### config.mk
export PLATFORM = sky130hd
export DESIGN_NAME = mac_recv_flat
export DESIGN_NICKNAME = d
export VERILOG_FILES = /design/src/rtl/mac_recv_pkg.sv /design/src/rtl/mac_recv_if.sv /design/src/rtl/mac_recv_crc32.sv /design/src/rtl/mac_recv.sv /design/src/flat_wrapper.sv
export SDC_FILE = /design/constraint.sdc
export NUM_CORES = 1
export LEC_CHECK = 0
export CAP_MARGIN = 20
export CORE_MARGIN = 5
export CORE_UTILIZATION = 50
export CTS_CLUSTER_DIAMETER = 200
export DETAILED_ROUTE_END_ITERATION = 16
export GPL_ROUTABILITY_DRIVEN = 0
export PLACE_DENSITY = 0.73
export REMOVE_ABC_BUFFERS = 1
export SLEW_MARGIN = 40
export SYNTH_ARGS = -nofsm -noshare
export SYNTH_HDL_FRONTEND = slang
export SYNTH_SLANG_ARGS = --single-unit
export TNS_END_PERCENT = 1
### constraint.sdc
create_clock -name clock -period 4.2 [get_ports clock]
set_input_delay 0.42 -clock clock [delete_from_list [all_inputs] [get_ports clock]]
set_output_delay 0.42 -clock clock [all_outputs]
set_load 0.05 [all_outputs]
### src/rtl/mac_recv_pkg.sv
// mac_recv_pkg: shared types and constants for the receive MAC stage.
// FSM state enum, CRC-32 constants/update function, broadcast and VLAN TPID.
package mac_recv_pkg;

    typedef enum logic [2:0] {
        ST_IDLE,
        ST_DST,
        ST_SRC,
        ST_TYPE,
        ST_VLAN,
        ST_PAYLOAD,
        ST_DROP
    } state_t;

    localparam logic [31:0] CRC_POLY      = 32'hEDB8_8320;
    localparam logic [31:0] CRC_INIT      = 32'hFFFF_FFFF;
    localparam logic [31:0] CRC_RESIDUE   = 32'hDEBB_20E3;
    localparam logic [47:0] BROADCAST_MAC = 48'hFFFF_FFFF_FFFF;
    localparam logic [15:0] VLAN_TPID     = 16'h8100;

    // Reflected CRC-32, one byte, LSB first.
    function automatic logic [31:0] crc32_next(
        input logic [31:0] c,
        input logic [7:0]  d
    );
        logic [31:0] r;
        r = c ^ {24'd0, d};
        for (int i = 0; i < 8; i++) begin
            r = r[0] ? ((r >> 1) ^ CRC_POLY) : (r >> 1);
        end
        return r;
    endfunction

endpackage

### src/rtl/mac_recv_if.sv
// mac_recv_if: byte stream in, parsed header and payload stream out.
// slave = MAC side, master = producer/consumer side; vlan_id with MAC_RECV_VLAN_EN.
interface mac_recv_if;
    import mac_recv_pkg::*;

    logic [7:0]  rx_data;
    logic        rx_active;
    logic [47:0] remote_mac;
    logic [15:0] ethertype;
    logic        is_broadcast;
    logic [7:0]  payload_data;
    logic        payload_valid;
    logic        payload_sop;
    logic        frame_done;
    logic        frame_good;
`ifdef MAC_RECV_VLAN_EN
    logic [11:0] vlan_id;
`endif

    modport slave (
`ifdef MAC_RECV_VLAN_EN
        output vlan_id,
`endif
        input  rx_data, rx_active,
        output remote_mac, ethertype, is_broadcast,
        output payload_data, payload_valid, payload_sop,
        output frame_done, frame_good
    );

    modport master (
`ifdef MAC_RECV_VLAN_EN
        input  vlan_id,
`endif
        output rx_data, rx_active,
        input  remote_mac, ethertype, is_broadcast,
        input  payload_data, payload_valid, payload_sop,
        input  frame_done, frame_good
    );

endinterface

### src/rtl/mac_recv_crc32.sv
// crc32_byte: registered CRC-32 engine, one byte per clock.
// Ports: clk, rst_n, init (restart from CRC_INIT), enable, data[7:0], crc[31:0].
module crc32_byte
    import mac_recv_pkg::*;
(
    input  logic        clk,
    input  logic        rst_n,
    input  logic        init,
    input  logic        enable,
    input  logic [7:0]  data,
    output logic [31:0] crc
);

    logic [31:0] crc_q;
    logic [31:0] crc_d;
    logic [31:0] base;

    // init and enable together fold the first byte into a fresh register.
    always_comb begin
        base  = init ? CRC_INIT : crc_q;
        crc_d = base;
        if (enable) begin
            crc_d = crc32_next(base, data);
        end
    end

    always_ff @(posedge clk or negedge rst_n) begin
        if (!rst_n) begin
            crc_q <= CRC_INIT;
        end else begin
            crc_q <= crc_d;
        end
    end

    assign crc = crc_q;

endmodule

### src/rtl/mac_recv.sv
// mac_recv: Ethernet RX parser after SFD; DST filter, SRC/type extract, FCS strip, CRC/length check.
// Ports: clock, reset_n, local_mac, accept_broadcast, rx (mac_recv_if.slave). VLAN: MAC_RECV_VLAN_EN.
module mac_recv
    import mac_recv_pkg::*;
#(
    parameter int MIN_FRAME = 64,
    parameter int MAX_FRAME = 1518
) (
    input  logic        clock,
    input  logic        reset_n,
    input  logic [47:0] local_mac,
    input  logic        accept_broadcast,
    mac_recv_if.slave   rx
);

    state_t         state_q, state_d;
    logic [2:0]     idx_q, idx_d;
    logic [10:0]    cnt_q, cnt_d;
    logic           uni_q, uni_d;
    logic           bc_q, bc_d;
    logic [47:0]    src_q, src_d;
    logic [7:0]     thi_q, thi_d;
    logic [3:0][7:0] dl_q, dl_d;
    logic [2:0]     fill_q, fill_d;
    logic           first_q, first_d;
    logic [47:0]    remote_q, remote_d;
    logic [15:0]    etype_q, etype_d;
    logic           bcast_q, bcast_d;
    logic [7:0]     pdata_q, pdata_d;
    logic           pvalid_q, pvalid_d;
    logic           psop_q, psop_d;
    logic           done_q, done_d;
    logic           good_q, good_d;
`ifdef MAC_RECV_VLAN_EN
    logic [11:0]    vlan_q, vlan_d;
`endif

    logic           crc_init;
    logic           crc_en;
    logic [31:0]    crc;
    logic [2:0]     sel;
    logic           uni_hit;
    logic           bc_hit;
    logic           crc_ok;
    logic           len_ok;

    crc32_byte u_crc (
        .clk    (clock),
        .rst_n  (reset_n),
        .init   (crc_init),
        .enable (crc_en),
        .data   (rx.rx_data),
        .crc    (crc)
    );

    // Byte lane of the address under test; IDLE always handles byte 0.
    assign sel     = (state_q == ST_IDLE) ? 3'd5 : (3'd5 - idx_q);
    assign uni_hit = rx.rx_data == 8'(local_mac >> {sel, 3'b000});
    assign bc_hit  = accept_broadcast
                   && (rx.rx_data == 8'(BROADCAST_MAC >> {sel, 3'b000}));
    assign crc_ok  = crc == CRC_RESIDUE;
    assign len_ok  = (cnt_q >= 11'(MIN_FRAME)) && (cnt_q <= 11'(MAX_FRAME));

    always_comb begin
        state_d  = state_q;
        idx_d    = idx_q;
        cnt_d    = cnt_q;
        uni_d    = uni_q;
        bc_d     = bc_q;
        src_d    = src_q;
        thi_d    = thi_q;
        dl_d     = dl_q;
        fill_d   = fill_q;
        first_d  = first_q;
        remote_d = remote_q;
        etype_d  = etype_q;
        bcast_d  = bcast_q;
        pdata_d  = pdata_q;
        pvalid_d = 1'b0;
        psop_d   = 1'b0;
        done_d   = 1'b0;
        good_d   = 1'b0;
        crc_init = 1'b0;
        crc_en   = 1'b0;
`ifdef MAC_RECV_VLAN_EN
        vlan_d   = vlan_q;
`endif

        if (rx.rx_active && (cnt_q != 11'h7FF)) begin
            cnt_d = cnt_q + 11'd1;
        end

        unique case (state_q)
            ST_IDLE: begin
                if (rx.rx_active) begin
                    crc_init = 1'b1;
                    crc_en   = 1'b1;
                    cnt_d    = 11'd1;
                    uni_d    = uni_hit;
                    bc_d     = bc_hit;
                    idx_d    = 3'd1;
                    fill_d   = 3'd0;
                    first_d  = 1'b1;
                    state_d  = (uni_hit || bc_hit) ? ST_DST : ST_DROP;
                end
            end
            ST_DST: begin
                if (!rx.rx_active) begin
                    done_d  = 1'b1;
                    state_d = ST_IDLE;
                end else begin
                    crc_en = 1'b1;
                    uni_d  = uni_q && uni_hit;
                    bc_d   = bc_q && bc_hit;
                    if (!(uni_d || bc_d)) begin
                        state_d = ST_DROP;
                    end else if (idx_q == 3'd5) begin
                        state_d = ST_SRC;
                        idx_d   = 3'd0;
                    end else begin
                        idx_d = idx_q + 3'd1;
                    end
                end
            end
            ST_SRC: begin
                if (!rx.rx_active) begin
                    done_d  = 1'b1;
                    state_d = ST_IDLE;
                end else begin
                    crc_en = 1'b1;
                    src_d  = {src_q[39:0], rx.rx_data};
                    if (idx_q == 3'd5) begin
                        state_d = ST_TYPE;
                        idx_d   = 3'd0;
                    end else begin
                        idx_d = idx_q + 3'd1;
                    end
                end
            end
            ST_TYPE: begin
                if (!rx.rx_active) begin
                    done_d  = 1'b1;
                    state_d = ST_IDLE;
                end else begin
                    crc_en = 1'b1;
                    if (idx_q == 3'd0) begin
                        thi_d = rx.rx_data;
                        idx_d = 3'd1;
                    end else begin
                        remote_d = src_q;
                        etype_d  = {thi_q, rx.rx_data};
                        bcast_d  = bc_q;
                        idx_d    = 3'd0;
`ifdef MAC_RECV_VLAN_EN
                        if ({thi_q, rx.rx_data} == VLAN_TPID) begin
                            state_d = ST_VLAN;
                        end else begin
                            state_d = ST_PAYLOAD;
                        end
`else
                        state_d = ST_PAYLOAD;
`endif
                    end
                end
            end
            ST_VLAN: begin
`ifdef MAC_RECV_VLAN_EN
                if (!rx.rx_active) begin
                    done_d  = 1'b1;
                    state_d = ST_IDLE;
                end else begin
                    crc_en = 1'b1;
                    idx_d  = idx_q + 3'd1;
                    if (idx_q == 3'd0) begin
                        vlan_d[11:8] = rx.rx_data[3:0];
                    end else if (idx_q == 3'd1) begin
                        vlan_d[7:0] = rx.rx_data;
                    end else if (idx_q == 3'd2) begin
                        thi_d = rx.rx_data;
                    end else begin
                        etype_d = {thi_q, rx.rx_data};
                        state_d = ST_PAYLOAD;
                    end
                end
`else
                state_d = ST_DROP;
`endif
            end
            ST_PAYLOAD: begin
                if (rx.rx_active) begin
                    crc_en = 1'b1;
                    dl_d   = {dl_q[2:0], rx.rx_data};
                    // Release the oldest byte only once 4 newer ones exist,
                    // so the trailing FCS never leaves the delay line.
                    if (fill_q == 3'd4) begin
                        pvalid_d = 1'b1;
                        pdata_d  = dl_q[3];
                        psop_d   = first_q;
                        first_d  = 1'b0;
                    end else begin
                        fill_d = fill_q + 3'd1;
                    end
                end else begin
                    done_d  = 1'b1;
                    good_d  = crc_ok && len_ok;
                    state_d = ST_IDLE;
                end
            end
            ST_DROP: begin
                if (!rx.rx_active) begin
                    state_d = ST_IDLE;
                end
            end
            default: begin
                state_d = ST_DROP;
            end
        endcase
    end

    always_ff @(posedge clock or negedge reset_n) begin
        if (!reset_n) begin
            state_q  <= ST_DROP;
            idx_q    <= '0;
            cnt_q    <= '0;
            uni_q    <= 1'b0;
            bc_q     <= 1'b0;
            src_q    <= '0;
            thi_q    <= '0;
            dl_q     <= '0;
            fill_q   <= '0;
            first_q  <= 1'b0;
            remote_q <= '0;
            etype_q  <= '0;
            bcast_q  <= 1'b0;
            pdata_q  <= '0;
            pvalid_q <= 1'b0;
            psop_q   <= 1'b0;
            done_q   <= 1'b0;
            good_q   <= 1'b0;
`ifdef MAC_RECV_VLAN_EN
            vlan_q   <= '0;
`endif
        end else begin
            state_q  <= state_d;
            idx_q    <= idx_d;
            cnt_q    <= cnt_d;
            uni_q    <= uni_d;
            bc_q     <= bc_d;
            src_q    <= src_d;
            thi_q    <= thi_d;
            dl_q     <= dl_d;
            fill_q   <= fill_d;
            first_q  <= first_d;
            remote_q <= remote_d;
            etype_q  <= etype_d;
            bcast_q  <= bcast_d;
            pdata_q  <= pdata_d;
            pvalid_q <= pvalid_d;
            psop_q   <= psop_d;
            done_q   <= done_d;
            good_q   <= good_d;
`ifdef MAC_RECV_VLAN_EN
            vlan_q   <= vlan_d;
`endif
        end
    end

    assign rx.remote_mac    = remote_q;
    assign rx.ethertype     = etype_q;
    assign rx.is_broadcast  = bcast_q;
    assign rx.payload_data  = pdata_q;
    assign rx.payload_valid = pvalid_q;
    assign rx.payload_sop   = psop_q;
    assign rx.frame_done    = done_q;
    assign rx.frame_good    = good_q;
`ifdef MAC_RECV_VLAN_EN
    assign rx.vlan_id       = vlan_q;
`endif

endmodule

### src/flat_wrapper.sv
// flat-port wrapper written by rule: the top's interface ports become plain ports
module mac_recv_flat import mac_recv_pkg::*;
#(
    parameter int MIN_FRAME = 64,
    parameter int MAX_FRAME = 1518
)
  (clock, reset_n, local_mac, accept_broadcast, rx_rx_data, rx_rx_active, rx_remote_mac, rx_ethertype, rx_is_broadcast, rx_payload_data, rx_payload_valid, rx_payload_sop, rx_frame_done, rx_frame_good);
  mac_recv_if rx_i ();
  input  logic clock;
  input  logic reset_n;
  input  logic [47:0] local_mac;
  input  logic accept_broadcast;
  input wire logic [$bits(rx_i.rx_data)-1:0] rx_rx_data;
  input wire logic [$bits(rx_i.rx_active)-1:0] rx_rx_active;
  output wire logic [$bits(rx_i.remote_mac)-1:0] rx_remote_mac;
  output wire logic [$bits(rx_i.ethertype)-1:0] rx_ethertype;
  output wire logic [$bits(rx_i.is_broadcast)-1:0] rx_is_broadcast;
  output wire logic [$bits(rx_i.payload_data)-1:0] rx_payload_data;
  output wire logic [$bits(rx_i.payload_valid)-1:0] rx_payload_valid;
  output wire logic [$bits(rx_i.payload_sop)-1:0] rx_payload_sop;
  output wire logic [$bits(rx_i.frame_done)-1:0] rx_frame_done;
  output wire logic [$bits(rx_i.frame_good)-1:0] rx_frame_good;
  assign rx_i.rx_data = rx_rx_data;
  assign rx_i.rx_active = rx_rx_active;
  assign rx_remote_mac = rx_i.remote_mac;
  assign rx_ethertype = rx_i.ethertype;
  assign rx_is_broadcast = rx_i.is_broadcast;
  assign rx_payload_data = rx_i.payload_data;
  assign rx_payload_valid = rx_i.payload_valid;
  assign rx_payload_sop = rx_i.payload_sop;
  assign rx_frame_done = rx_i.frame_done;
  assign rx_frame_good = rx_i.frame_good;
  mac_recv #(.MIN_FRAME(MIN_FRAME), .MAX_FRAME(MAX_FRAME)) u_core (.clock(clock), .reset_n(reset_n), .local_mac(local_mac), .accept_broadcast(accept_broadcast), .rx(rx_i));
endmodule
Word level (Yosys, flattened, before mapping). Index checks and enable logic that the tools add are counted.

Bits in registers: 220. Bits of input ports: 60.

Add/sub/neg operators: 4. Magnitude comparators: 2. Equal/unequal tests: 23. Shift-type cells: 2. Muxes and demuxes: 60. Bitwise gates (word level): 10. Reductions and logical operators: 26.

Operator list (number): $mux 32 (10); $not 13->14 (8); $mux 3 (20); $shr 48x6->8 (1); $shr 48x6->8 const A (1); $mux 11 (3); $eq 32x32->1 const B (1); $xor 32x8->32 (1); $mux 1 (21); $eq 8x8->1 (2); $pmux 3 s5 (1); $ne 2x2->1 const B (7); $eq 3x3->1 const B (4); $pmux 3 s4 (1); $reduce_and 3->1 (4); $add 11x1->11 const B (1); $ge 11x7->1 const B (1); $le 11x11->1 const B (1); $ne 11x11->1 const B (1); $reduce_and 4->1 (2); $add 3x1->3 const B (2); $eq 3x2->1 const B (2); $logic_and 1x1->1 (6); $logic_not 3->1 (2); 18 further kinds (24).

Depth between registers and ports, before layout. Gate-level depths: netlist of run 1.

Depth after elaboration: 21. Mapped depth: 13. Gate-level depth less buffers: 11.

By module. A second synthesis of run 1 with hierarchy kept.

Cell total of the unflattened synthesis: 958. Area total of the unflattened synthesis: 10717.8 um2.

Modules (own cells, without submodules): mac_recv (instances 1, cells an instance 668, area an instance 8214.1 um2, sequential area each 4707.0 um2); crc32_byte (instances 1, cells an instance 290, area an instance 2503.7 um2, sequential area each 840.8 um2).

Least setup slack after synthesis of run 1. OpenSTA, ideal clock, no wires.

Path kind: register to register. From: register u_core.idx_q[1]. To: register u_core.state_q[1]. Arrival time: 2.998 ns. Required time: 4.121 ns. Slack: 1.123 ns. Cell stages (with the launch flop): 13. Path buffers: 1. Period minus slack after synthesis: 3.077 ns. Path through: dfrtp_1 buf_2 inv_1 ha_1 inv_1 nor4_2 a221oi_2 and3_1 or4_1 nor4_2 or3_1 a31oi_1 o211a_1.

Cells in the longest elaborated chain, start to end: 10.

Ends and longest elaborated chain: start, declared (RTL line mac_recv.sv:17) `logic [2:0] idx_q, idx_d;`; start signal, assigned (RTL line mac_recv.sv:245) `idx_q <= idx_d;`; $sub 3x3->3 (RTL line mac_recv.sv:57) `assign sel = (state_q == ST_IDLE) ? 3'd5 : (3'd5 - idx_q);`; $mux 3 (RTL line mac_recv.sv:57); $shr 48x6->8 (RTL line mac_recv.sv:60) `&& (rx.rx_data == 8'(BROADCAST_MAC >> {sel, 3'b000}));`; $eq 8x8->1 (RTL line mac_recv.sv:60); $logic_and 1x1->1 (RTL line mac_recv.sv:60); $logic_and 1x1->1 (RTL line mac_recv.sv:114) `bc_d = bc_q && bc_hit;`; $logic_or 1x1->1 (RTL line mac_recv.sv:115) `if (!(uni_d || bc_d)) begin`; $mux 3 (RTL line mac_recv.sv:115); $mux 3 (RTL line mac_recv.sv:108) `if (!rx.rx_active) begin`; $pmux 3 s5 (RTL line mac_recv.sv:93) `unique case (state_q)`; end signal, assigned (RTL line mac_recv.sv:244) `state_q <= state_d;`; end, declared (RTL line mac_recv.sv:16) `state_t state_q, state_d;`.

Several ways; a longest one is shown, not always the timed one. The select of a mux whose other input is x is not followed. A chain may end at the register's enable or synchronous reset.

Final worst setup path of run 1.
From: register u_core.idx_q[2]. To: register u_core.state_q[0].

Same word-level chain as after synthesis.

==> impl_results.md, run 1 <==
- Worst r2r path cells: 11
- Residual DRC: 0
- Max-Cap Viols: 0
- Total power: about 11 mW
- # nets final: 1065
- Setup crit end kind: flip-flop
- Post-synth top area share: around 44%
- Clock root cell: clkbuf_16
- Post-CTS resize count: 0
- Count of filler cells inserted in the layout: approximately 1700
- Max-slew headroom: between 40% and 50%
- Row cnt: between 50 and 60
- Final Setup Violations: 0
- Layout area overhead: 23.7%
- CP Launch Type: flip-flop
- Syn avg cell area: approximately 12 sq um
- WHS: about 430 ps
- Worst skew pair latency: between 500 and 600 ps
- Reg2reg start: u_core.idx_q[2]
- CP Max Fanout: 12
- Worst Skew: around 16 ps
- Worst r2r dst: u_core.state_q[0]
- Yosys warns: 0
- Critical path class: reg2reg
- Number of buffers created by CTS: 23
- Layout cell share with drive strength beyond 1: 27.1%
- Router iterations before antenna repair: 5
- First-pass GRT wire length: 40200 um
- Post-Route WL: approximately 24000 um
- Total number of vias: roughly 7300
- Vias in the first global route: 7608
- DRT antenna net count: 0
- Vias per cell: 5.65
- Initial antenna violation count: 2
- Die footprint: ~24000 sq um
- Most frequent cells in the layout: dfrtp_1 (186), mux2_2 (162), clkdlybuf4s50_1 (135)
- Clk slew on worst S/H paths: approximately 60 ps
- Fin crit period: between 3000 and 4000 ps
- Final hold violations: 0
- DIE HEIGHT: between 150 and 200 um
- Maximum clock path buffer count: 3
- Top cells by area, synth: dfrtp_1 (44%), mux2_2 (17%), dfstp_2 (8.5%)
- Hold Path Class: in2async
- Largest net degree at the start of global routing: 74
- PortBufs: between 100 and 150
- Asr flop ratio synth: between 90% and 100%
- Peak supply drop: 0.568 mV
- Mapped Area: between 10000 and 15000 sq um
- Leak pwr: roughly 5.5 nW
- Post-synth EDFFs: 0
- Initial Utilization: 50.3%
- Worst Path Required: approximately 4700 ps
- Most common cell after layout, fill and taps aside: dfrtp_1
- Pwr/cell area: around 840 nW/um^2
- DPL Wire Length: 16200 um
- Status: complete, no violations
- Main synth FF type: dfrtp_1
- Worst-Margin Slew: slightly below 800 ps
- Placed cells: between 1000 and 1500
- Global-route usage over all layers: a little over 20%
- Cells after Synth: just under 900
- CTS tree: done
- Core ar.: ~21000 sq um
- RSZ-0062 raised after global routing: false
- #FFs+latches synth: 220
- # H-tree levels: 1
- Fmax: roughly 280 MHz
- Boundary pin count: 137
- Arrival @ worst endpoint: approximately 4000 ps
- Wire length per cell: between 15 and 20 um
- Gr ovfl total: 0
- Antenna Cells: 0
- Die Wd: between 150 and 200 um
- Non-Filler Instances: 1290
- Sink Count: 220
- Sequential-to-total area share from yosys stat: between 50 and 60%
- Final period util: 84.5%
- R2R setup slack: 650 ps
- Max Slew Vio Count: 0
- DR iter-0 viols: 453
- Synth cell types: 72
- Post-synth top area cell: dfrtp_1
registers in the layout, summed over array words and instances, names as in the netlist, 3 cells and up, named ones only:
register                flops
u_core.rx.ethertype        16
u_core.rx.remote_mac       48
u_core.rx.payload_data      8
u_core.state_q              3
u_core.dl_q                32
u_core.fill_q               3
u_core.idx_q                3
u_core.thi_q                8
u_core.u_crc.crc           32
u_core.src_q               48
u_core.cnt_q                4
where the power goes:
part / internal [mW] / switching, mW
Clock: 1.19 / 0.832
Combinational: 2.23 / 2.93
Sequential: 3.06 / 0.631
layer usage:
layer	global-route usage (%)	vias to the layer above	wire length [um]
met4	3.95	4	426
met1	27.3	3633	10100
met2	33.3	215	11600
met5	0	-	25
li1	-	3394	-
met3	5.74	40	2040
layout make-up:
cell class              instances  area, sq um  share of cell area, %
flip-flops and latches        220         5550                   42.8
inverters                      11         43.8                  0.338
well taps                     275          344                   2.66
multi-input cells             588         4690                   36.2
repair buffers                154         1560                   12.1
clock buffers                  35          681                   5.26
clock inverters                 7         83.8                  0.647
cells by family (layout without fill, tap and decap cells):
logic type | after synthesis | count (layout) | synth area share, %
flops | 220 | 220 | 53.0
buf+inv | 64 | 207 | 2.57
simple gates | 190 | 190 | 9.28
xor+xnor | 62 | 62 | 5.91
compound gates | 158 | 158 | 9.98
fa+ha+maj | 7 | 7 | 0.837
mux | 171 | 171 | 18.4
how the worst max path moves through the flow:
| stage | startpoint | slack, ps | cells past startpoint | to |
|---|---|---|---|---|
| after CTS | u_core.idx_q[2] | 740 | 11 | u_core.state_q[0] |
| final | u_core.idx_q[2] | 650 | 11 | u_core.state_q[0] |
| after global placement | u_core.idx_q[1] | 830 | 12 | u_core.state_q[1] |
| after global routing | u_core.idx_q[2] | 460 | 11 | u_core.idx_q[0] |
| after floorplan | u_core.idx_q[1] | -530 | 6 | u_core.rx.ethertype[0] |
| after detailed placement | u_core.idx_q[2] | 770 | 11 | u_core.state_q[0] |
synthesized netlist by cell type (all sizes together), types with 10 or more instances:
library cell,instances
xor2,13
mux2,162
dfrtp,186
nand3,10
clkbuf,36
nand2,40
a21oi,39
xnor2,49
dfstp,34
nor2,64
buf,17
nor3,14
o21ai,46
o22a,11
nor4,13
inv,10
per-stage QoR:
step | instance area [sq um] | setup slack (ps) | TNS, ps | utilization, %
after floorplan | 10200 | -527 | -36880 | -
after global placement | 12100 | 835 | 0 | 58.3
after detailed placement | 12200 | 767 | 0 | 58.5
after CTS | 12900 | 745 | 0 | 62.2
after global routing | 12900 | 456 | 0 | 62.2
final | 12900 | 653 | 0 | 62.2
critical path: stages, from the launching register on:
cell and delay (ps):
dfrtp_1 420, ha_1 290, buf_4 180, inv_1 170, nor4_2 570, a221oi_2 160, and3_1 210, or4_1 550
nor2_1 120, nor3b_1 460, a21oi_1 160, mux2i_1 150
what timing repair did:
item,in CTS,in global routing
hold buffers,1,0
buffers inserted,0,0
hold endpoints to repair,45,0
Note: power is estimated with default switching activity, not from simulation.
==> run 2: changes to the inputs <==
PLACE_DENSITY = 0.76   (was 0.73)
clock period = 3.25 ns   (was 4.2 ns; I/O delays follow)
==> impl_results.md, run 2 (synthesized netlist as in run 1, its figures left out) <==
- DPL Wire Length: 17000 um (+5.3%)
- Gr ovfl total: 0 (unchanged)
- Final hold violations: 0 (unchanged)
- Vias in the first global route: 7885 (+3.6%)
- R2R setup slack: 170 ps (-480 ps)
- CTS tree: done
- Worst skew pair latency: 520 ps (about the same)
- Boundary pin count: 137 (unchanged)
- Maximum clock path buffer count: 3 (unchanged)
- Worst-Margin Slew: 718 ps (-56.6 ps)
- Most frequent cells in the layout: dfrtp_1 (186), mux2_2 (162), clkdlybuf4s50_1 (135)
- Count of filler cells inserted in the layout: 1628 (-2.5%)
- WHS: 409 ps (-24.5 ps)
- # nets final: 1095 (+2.8%)
- Reg2reg start: u_core.idx_q[2]
- Layout area overhead: 26.1%
- CP Launch Type: flip-flop
- PortBufs: 136 (unchanged)
- Max Slew Vio Count: 0 (unchanged)
- Largest net degree at the start of global routing: 95 (+28%)
- Peak supply drop: 0.809 mV (+42%)
- RSZ-0062 raised after global routing: false
- Final instance area: 13200 sq um (+1.9%)
- Max-Cap Viols: 0 (unchanged)
- Router iterations before antenna repair: 5 (unchanged)
- # H-tree levels: 1 (unchanged)
- Most common cell after layout, fill and taps aside: dfrtp_1
- Cell family with most CP delay: simple AND/OR/NAND/NOR gates
- Post-Route WL: 24600 um (+1.9%)
- Layout cell share with drive strength beyond 1: 29.0% (+1.9 points)
- Cells along the critical path: ha_1, inv_1, o31ai_4, a221oi_2, and3_1, or4_1, nor4_4, or3_1, a31oi_1, o211a_1
- Clk slew on worst S/H paths: 60 ps (about the same)
- Residual DRC: 0 (unchanged)
- Setup crit end kind: flip-flop
- Wire length per cell: 18.6 um (-0.44%)
- Arrival @ worst endpoint: 3520 ps (-470 ps)
- Worst Path Required: 3690 ps (-960 ps)
- Worst setup startpoint: u_core.idx_q[2]
- Fin crit period: 3080 ps (-470 ps)
- Final Setup Violations: 0 (unchanged)
- Critical path buffer and inverter count: 1 (-1)
- Global-route usage over all layers: 20.9% (+0.58 points)
- Die Wd: 155 um (unchanged)
- Row cnt: 53 (unchanged)
- Final period util: 94.7% (+10 points)
- Clock root cell: clkbuf_16
- Worst r2r path cells: 10 (-1)
- Max-slew headroom: 52.1% (+3.9 points)
- Critical path class: reg2reg
- Slowest CP cell: or4_1
- Initial antenna violation count: 0 (-2)
- Core ar.: 20800 sq um (unchanged)
- Leak pwr: 5.64 nW (+2.9%)
- Number of buffers created by CTS: 23 (unchanged)
- Fmax: 325 MHz (+15%)
- Vias per cell: 5.62 (-0.42%)
- DRT antenna net count: 0 (unchanged)
- Total number of vias: 7424 (+1.9%)
- Hold Path Class: in2async
- First-pass GRT wire length: 41200 um (+2.5%)
- Sink Count: 220 (unchanged)
- Antenna Cells: 0 (unchanged)
- Placed cell area: 12400 sq um (+1.8%)
- Final setup TNS: 0 ps (unchanged)
- Worst Skew: 7.65 ps (-8.55 ps)
- Max stage delay on crit path: 570 ps (about the same)
- CP Max Fanout: 8 (-4)
- Post-route worst setup slack: 173 ps (-480 ps)
- DR iter-0 viols: 414 (-8.6%)
- Critical path depth in cells: 10 (-1)
- Worst r2r dst: u_core.state_q[1]
- Pwr/cell area: 1090 nW/um^2 (+30%)
- Status: complete, no violations
- Place WS: 235 ps (-532 ps)
- Initial Utilization: 50.3% (unchanged)
- Die footprint: 23900 sq um (unchanged)
- DIE HEIGHT: 155 um (unchanged)
==> run 2: worst max-delay path by stage <==
| stage | endpoint | slack (ps) |
|---|---|---|
| after floorplan | u_core.rx.ethertype[0] | -1480 |
| after global placement | u_core.idx_q[0] | 290 |
| after detailed placement | u_core.idx_q[0] | 230 |
| after CTS | u_core.idx_q[0] | 200 |
| after global routing | u_core.state_q[1] | 10 |
| final | u_core.state_q[1] | 170 |
==> run 2: power by group <==
part           switching (mW)  internal (mW)  total (mW)  leakage (nW)
sequential              0.777           3.95        4.73          2.78
combinational            3.98           3.10        7.08          2.48
clock                    1.07           1.56        2.63         0.375
==> run 2: worst reg2reg max path: cells and delay by family, from the launching register on <==
kind            cells  cell delay, ps
simple gates        4            1190
compound gates      4             930
flops               1             420
fa+ha+maj           1             340
buf+inv             1             120
==> run 2: layout make-up <==
cell class	count	area (sq um)	share of cell area, %
sequential	220	5550	42.0
multi-input combinational	588	4710	35.7
inverter	11	43.8	0.332
clock inverter	4	60.1	0.455
clock buffer	38	702	5.32
timing repair buffer	184	1790	13.6
tap	275	344	2.61
==> run 2: what timing repair did <==
item / in CTS / in global routing
endpoints found under the setup margin: 0 / 6
hold endpoints to repair: 80 / 0
setup buffers: 0 / 1
hold buffers: 1 / 0
gates resized for setup: 0 / 4
==> run 2: routing by layer <==
layer  global-route usage, %  wire length [um]  share of wire [%]
met2                    33.3             11500                 47
met3                    6.04              2020                8.2
met5                       0                 0                  0
met4                    5.76               725                2.9
met1                    28.2             10400                 42
==> run 2: through the flow <==
step	utilization, %	cells	power [mW]
final	63.4	1320	14.4
after global placement	59.5	1276	11.6
after floorplan	-	819	9.51
after detailed placement	59.5	1276	11.7
after CTS	63.2	1319	14.4
after global routing	63.4	1320	15.3
==> run 3: changes to the inputs <==
CORE_MARGIN = 3   (was 5)
SLEW_MARGIN = unset   (was 40)
==> impl_results.md, run 3 (synthesized netlist as in run 1, its figures left out) <==
- Setup crit end kind: flip-flop
- Residual DRC: 0 (unchanged)
- Sink Count: 220 (unchanged)
- First-pass GRT wire length: 41100 um (-0.12%)
- Reg2reg start: u_core.idx_q[2]
- Multi-input gate area: 4720 sq um (+0.16%)
- Max-slew headroom: 46.4% (-5.7 points)
- Final period util: 95.9% (+1.2 points)
- Critical path class: reg2reg
- Worst skew pair latency: 540 ps (+20 ps)
- Router iterations before antenna repair: 5 (unchanged)
- Leak pwr: 5.67 nW (+0.68%)
- Worst Path Required: 3720 ps (+30 ps)
- Place WS: 103 ps (-132 ps)
- Status: complete, no violations
- Layout area overhead: 27.0%
- Number of buffers created by CTS: 24 (+4.3%)
- Maximum clock path buffer count: 3 (unchanged)
- Pwr/cell area: 1110 nW/um^2 (+1.1%)
- Die Wd: 151 um (-2.6%)
- CP Launch Type: flip-flop
- Count of filler cells inserted in the layout: 1595 (-2.0%)
- # H-tree levels: 1 (unchanged)
- Boundary pin count: 137 (unchanged)
- Worst r2r path cells: 10 (unchanged)
- Initial antenna violation count: 1 (+1)
- CP Max Fanout: 7 (-1)
- DR iter-0 viols: 571 (+38%)
- Final Setup Violations: 0 (unchanged)
- Most common cell after layout, fill and taps aside: dfrtp_1
- Largest net degree at the start of global routing: 107 (+13%)
- Clock root cell: clkbuf_16
- Post-route worst setup slack: 134 ps (-39.0 ps)
- Total number of vias: 7472 (+0.65%)
- Finished Core Util: 65.0% (+1.7 points)
- Placed cells: 1270 (-0.47%)
- Worst setup startpoint: u_core.idx_q[2]
- Hold Path Class: in2async
- Worst r2r dst: u_core.state_q[1]
- DIE HEIGHT: 151 um (-2.6%)
- Vias per cell: 5.67 (+0.80%)
- # nets final: 1096 (+0.091%)
- Worst-Margin Slew: 804 ps (+85.5 ps)
- Met1 GRT Util: 30.0% (+1.8 points)
- R2R setup slack: 130 ps (-40 ps)
- GRT busiest layer: met2
- Peak supply drop: 0.737 mV (-8.9%)
- Initial Utilization: 51.2% (+0.97 points)
- Non-Filler Instances: 1318 (-0.15%)
- Clk slew on worst S/H paths: 60 ps (about the same)
- Die footprint: 22700 sq um (-5.1%)
- GRT met2 Usage: 35.7% (+2.4 points)
- Max Slew Vio Count: 0 (unchanged)
- Final hold violations: 0 (unchanged)
- Total power: 14.7 mW (+1.8%)
- Vias in the first global route: 7694 (-2.4%)
- Fmax: 321 MHz (-1.3%)
- Wire length per cell: 19.2 um (+3.1%)
- Global-route usage over all layers: 22.7% (+1.8 points)
- DPL Wire Length: 17300 um (+1.5%)
- Most frequent cells in the layout: dfrtp_1 (186), mux2_2 (162), clkdlybuf4s50_1 (135)
- RSZ-0062 raised after global routing: false
- Fin crit period: 3120 ps (+39.0 ps)
- Arrival @ worst endpoint: 3590 ps (+70 ps)
- Gr ovfl total: 0 (unchanged)
- Post-Route WL: 25300 um (+3.0%)
- DRT antenna net count: 0 (unchanged)
- Sequential cell area: 5550 sq um (unchanged)
- M3 GR Usage: 8.49% (+2.4 points)
- PortBufs: 136 (unchanged)
- CTS tree: done
- Core ar.: 20400 sq um (-1.9%)
- Worst Skew: 28.3 ps (+20.6 ps)
- Layout cell share with drive strength beyond 1: 30.0% (+1.0 points)
- Max-Cap Viols: 0 (unchanged)
- Row cnt: 52 (-1.9%)
[run 3: changes by cell type in the layout (fill, tap and decap cells not counted), moves of 2 or more]
cell / previous run / this run
clkbuf_8: 7 / 5
bufinv_16: 1 / 3
clkbuf_1: 8 / 1
clkinv_2: 2 / 7
[run 3: routing by layer]
layer / part of all wire [%] / vias to the layer above
met2: 46 / 264
li1: - / 3466
met5: 0.036 / -
met1: 42 / 3694
met3: 9.6 / 46
met4: 2.2 / 2
[run 3: worst max-delay path by stage]
stage | slack [ps] | endpoint | cells past startpoint
after floorplan | -1480 | u_core.rx.ethertype[0] | 6
after global placement | 260 | u_core.state_q[2] | 10
after detailed placement | 100 | u_core.state_q[0] | 10
after CTS | 40 | u_core.state_q[0] | 10
after global routing | 70 | u_core.state_q[1] | 10
final | 130 | u_core.state_q[1] | 10
[run 3: what timing repair did]
action | in CTS | in global routing
hold endpoints to repair | 82 | 0
hold buffers | 1 | 0
buffers inserted | 0 | 2
resized for setup | 0 | 6
setup endpoints to repair | 0 | 7
[run 3: worst max-delay path: stages, from the launching register on]
cell	delay [ps]
dfrtp_1	450
ha_4	330
inv_1	110
o31ai_4	450
a221oi_2	140
and3_1	210
or4_1	540
nor4_2	300
or3_1	150
a31oi_1	140
o211a_1	240
[run 3: layout make-up]
type | instances | area share (%)
sequential | 220 | 41.8
multi-input combinational | 588 | 35.5
timing repair buffer | 184 | 13.5
clock buffer | 30 | 5.07
tap | 270 | 2.54
clock inverter | 14 | 1.32
inverter | 11 | 0.330
antenna | 1 | 0.0188
[run 3: metrics by stage]
stage | TNS, ps | instance area (sq um) | hold WS [ps]
floorplan | -135370 | 10200 | 29.4
global route | 0 | 13300 | 466
global placement | 0 | 12400 | 414
detailed placement | 0 | 12400 | 412
CTS | 0 | 13200 | 445
finish | 0 | 13300 | 417
[run 3: power by group]
part	internal [mW]	total [mW]	switching, mW
combinational	3.11	7.13	4.01
clock	1.72	2.84	1.13
sequential	3.95	4.73	0.774
